## config.mk

```make
export PLATFORM = sky130hd
export DESIGN_NAME = fifo_rd_stream
export DESIGN_NICKNAME = d
export VERILOG_FILES = /design/src/rtl/fifo_rd_stream.sv
export SDC_FILE = /design/constraint.sdc
export NUM_CORES = 1
export LEC_CHECK = 0
export ABC_CLOCK_PERIOD_IN_PS = 5500
export BUFFER_PORTS_ARGS = -buffer_cell sky130_fd_sc_hd__buf_4
export CAP_MARGIN = 20
export CORE_ASPECT_RATIO = 1.5
export CORE_UTILIZATION = 51
export DETAILED_ROUTE_END_ITERATION = 8
export GPL_TIMING_DRIVEN = 0
export MAX_ROUTING_LAYER = met4
export PLACE_DENSITY_LB_ADDON = 0.3
export SLEW_MARGIN = 20
export SYNTH_ARGS = -nofsm -noshare
export SYNTH_HDL_FRONTEND = slang
export SYNTH_SLANG_ARGS = --single-unit
```

## constraint.sdc

```tcl
create_clock -name rd_clk -period 5.5 [get_ports rd_clk]
set_input_delay 0.825 -clock rd_clk [delete_from_list [all_inputs] [get_ports rd_clk]]
set_output_delay 0.825 -clock rd_clk [all_outputs]
set_load 0.02 [all_outputs]
```

## src/rtl/fifo_rd_stream.sv

```systemverilog
// fifo_rd_stream: async-FIFO read side to valid/ready stream via a 2-entry buffer.
// Optional sequence checker is built only when SEQ_CHECK_EN is defined.
module fifo_rd_stream #(
  parameter int DATA_WIDTH    = 8,
  parameter int ERR_CNT_WIDTH = 16
) (
  input  logic                     rd_clk,
  input  logic                     rd_rstn,
  output logic                     rd_en,
  input  logic                     rd_empty,
  input  logic [DATA_WIDTH-1:0]    rd_data,
  output logic                     m_valid,
  input  logic                     m_ready,
  output logic [DATA_WIDTH-1:0]    m_data,
  input  logic                     clr,
  output logic                     seq_err,
  output logic [ERR_CNT_WIDTH-1:0] err_cnt
);

  logic [DATA_WIDTH-1:0] buf_q [2];
  logic [1:0]            occ_q, occ_d;
  logic                  wr_ptr_q, rd_ptr_q;
  logic                  pend_q;
  logic                  pop;
  logic [2:0]            fill;

  assign m_valid = (occ_q != 2'd0);
  assign m_data  = buf_q[rd_ptr_q];
  assign pop     = m_valid & m_ready;
  assign fill    = {1'b0, occ_q} + {2'b0, pend_q} - {2'b0, pop};
  // Gated by reset so the FIFO is never read while held in reset
  assign rd_en   = rd_rstn & ~rd_empty & (fill < 3'd2);

  always_comb begin
    occ_d = occ_q;
    case ({pend_q, pop})
      2'b10:   occ_d = occ_q + 2'd1;
      2'b01:   occ_d = occ_q - 2'd1;
      default: occ_d = occ_q;
    endcase
  end

  always_ff @(posedge rd_clk or negedge rd_rstn) begin
    if (!rd_rstn) begin
      buf_q[0] <= '0;
      buf_q[1] <= '0;
      occ_q    <= 2'd0;
      wr_ptr_q <= 1'b0;
      rd_ptr_q <= 1'b0;
      pend_q   <= 1'b0;
    end else begin
      pend_q <= rd_en;
      occ_q  <= occ_d;
      if (pend_q) begin
        buf_q[wr_ptr_q] <= rd_data;
        wr_ptr_q        <= ~wr_ptr_q;
      end
      if (pop) rd_ptr_q <= ~rd_ptr_q;
    end
  end

`ifdef SEQ_CHECK_EN
  logic                     primed_q;
  logic [DATA_WIDTH-1:0]    exp_q;
  logic                     seq_err_q;
  logic [ERR_CNT_WIDTH-1:0] err_cnt_q;
  logic                     miss;

  assign miss    = pop & primed_q & (m_data != exp_q);
  assign seq_err = seq_err_q;
  assign err_cnt = err_cnt_q;

  always_ff @(posedge rd_clk or negedge rd_rstn) begin
    if (!rd_rstn) begin
      primed_q  <= 1'b0;
      exp_q     <= '0;
      seq_err_q <= 1'b0;
      err_cnt_q <= '0;
    end else if (clr) begin
      primed_q  <= 1'b0;
      seq_err_q <= 1'b0;
      err_cnt_q <= '0;
    end else if (pop) begin
      primed_q <= 1'b1;
      exp_q    <= m_data + DATA_WIDTH'(1);
      if (miss) begin
        seq_err_q <= 1'b1;
        if (err_cnt_q != '1)
          err_cnt_q <= err_cnt_q + ERR_CNT_WIDTH'(1);
      end
    end
  end
`else
  logic unused_clr;

  assign unused_clr = clr;
  assign seq_err    = 1'b0;
  assign err_cnt    = '0;
`endif

endmodule

```

==> metrics <==
Lkg Pwr=0.681 nW; height of the die=58.5 um; Synth warnings=0; final hold slack=0.391 ns; GPL Wtd Cong=0.656; HP Class=input port to async pin; H-tree levels=1; area delta synth->final=25.0%; CP Class=register to output pin; FF+latch count, synth=21; Clock Path Buffers=2; Syn Inst Count=82; hold-fix buffers at CTS=0; fin nets=140; fmax=0.296 GHz; vias=656; part of the cycle the worst path needs=61.5%; WL/cell=11.0 um; core area=2030 sq um; Reg2Reg Depth=7; Crit. End Element=output pin; Cell Area, Synth=1080 sq um; reg2reg end=pend_q; met3 Usage GRT=2.64%; Overall Global Routing Usage=17.2%; Die Footprint=2320 sq um; Clk Latency, worst-skew pair=0.29 ns; via density per instance=4.52; GRT overflow=0; Setup WS pre-CTS=2.21 ns; worst reg2reg startpoint=occ_q[1]; vias in the first global route=590; Synth cell types=18; total negative slack=0 ns; Detailed Place HPWL=1270 um; RSZ-0062 raised after global routing=false; Initial Util=53.5%; GR Util met1=19.2%; part of the Yosys area used for sequential elements=48.4%; antenna cells=0; CTS tree=yes; Syn Area/Cell=13.2 sq um; I/O Buffers=21; worst vdd ir=360 uV; drt drc=0; outcome=finished, final reports clean; root buf cell=clkbuf_4; Tmin final=3.38 ns; # fillers=178; count of pins over their slew limit=0; clk slew on worst S/H paths=0.11 ns; met2 global-route usage=26.9%; flop-to-flop setup slack=3.33 ns; setup ws final=2.12 ns; pwr dens=552 nW/um^2; DR pass1 iterations=4; Core Rows=20; First DRT Iteration DRCs=5; post-CTS setup buffers=0; initial antenna violation count=0; total power=0.000748 W; antenna viol nets, final=0; Die Wd=39.7 um; worst-path fanout max=4; max cap viols=0; Max Clock Skew=0.00600 ns; CP Data Required Time=4.68 ns; Fin. Hold Viols=0; cts bufs inserted=3; routed wire length=1590 um; CTS Sinks=21; Worst Setup Start Kind=register; post-cts sizing count=0; # IOs=40; Top Usage Layer GRT=met2; largest net degree at the start of global routing=23; layout cells sized above 1=56.9%; critical path arrival=2.56 ns; # setup viols final=0; global-route wire length before repair=2550 um
-- metal layers --
layer,wire (um),vias up
met4,14,0
li1,-,319
met3,76,2
met5,0,-
met1,587,315
met2,914,20
-- critical path: stages (launching register included) --
cell	delay, ns
dfrtp_1	0.45
or2_1	0.25
and2_4	0.17
ha_1	0.31
nand2b_1	0.17
fa_1	0.37
xor2_1	0.15
nor3_1	0.22
buf_4	0.18
-- synth_stat cells, drive strengths merged --
master	instances	area share [%]
nand2b	1	0.58
inv	1	0.35
xor2	4	3.2
conb	1	0.35
xnor2	2	1.6
nand2	2	0.92
fa	1	1.8
nor3	1	0.46
ha	2	2.3
dfrtp	21	48
buf	18	12
and2	1	0.81
or2	1	0.58
nor2	2	1.4
mux2	24	25
-- sequential cells by signal, indices dropped and copies added (netlist names) --
signal	cells
buf_q	16
occ_q	2
pend_q	1
rd_ptr_q	1
wr_ptr_q	1
-- logic make-up after synthesis --
| family | share of synthesized area [%] |
|---|---|
| multiplexers | 24.9 |
| AND/OR/NAND/NOR | 4.73 |
| adder cells (fa/ha/maj) | 4.15 |
| XOR/XNOR | 4.84 |
| buffers and inverters | 12.6 |
| flip-flops | 48.4 |
| other | 0.346 |
-- cell usage in the layout (no fill, tap or decap), types with 2 or more instances in the layout --
cell type	count
mux2_2	24
dfrtp_1	21
xor2_1	4
xnor2_1	2
ha_1	2
conb_1	17
buf_4	38
clkbuf_4	3
-- final cells by class --
| class | instances | area [sq um] | share of cell area (%) |
|---|---|---|---|
| tap | 22 | 27.5 | 2.03 |
| multi-input combinational | 58 | 483 | 35.6 |
| timing repair buffer | 21 | 158 | 11.6 |
| sequential | 21 | 526 | 38.7 |
| clock buffer | 4 | 26.3 | 1.94 |
| buffer | 18 | 133 | 9.78 |
| inverter | 1 | 3.75 | 0.277 |
-- where the power goes --
group / switching (W) / leakage, nW / internal [W]
sequential: 0.0000473 / 0.252 / 0.000233
combinational: 0.000183 / 0.415 / 0.000216
clock: 0.0000413 / 0.0150 / 0.0000282
-- per-stage QoR --
step	utilization [%]	std cells	instance area, sq um
finish	66.9	145	1360
global route	66.9	145	1360
CTS	66.9	145	1360
detailed placement	65.6	141	1330
global placement	65.6	141	1330
floorplan	-	98	1140
-- worst max path at each step --
| stage | start | to | slack (ns) | cells after the start |
|---|---|---|---|---|
| 2_1_floorplan | m_ready | rd_en | 2.21 | 6 |
| 3_3_place_gp | m_ready | rd_en | 2.20 | 8 |
| 3_5_place_dp | m_ready | rd_en | 2.21 | 8 |
| 4_1_cts | occ_q[1] | rd_en | 2.09 | 8 |
| 5_1_grt | occ_q[0] | rd_en | 1.92 | 8 |
| 6_report | occ_q[1] | rd_en | 2.12 | 8 |
Power figures use the tool's default switching activity.
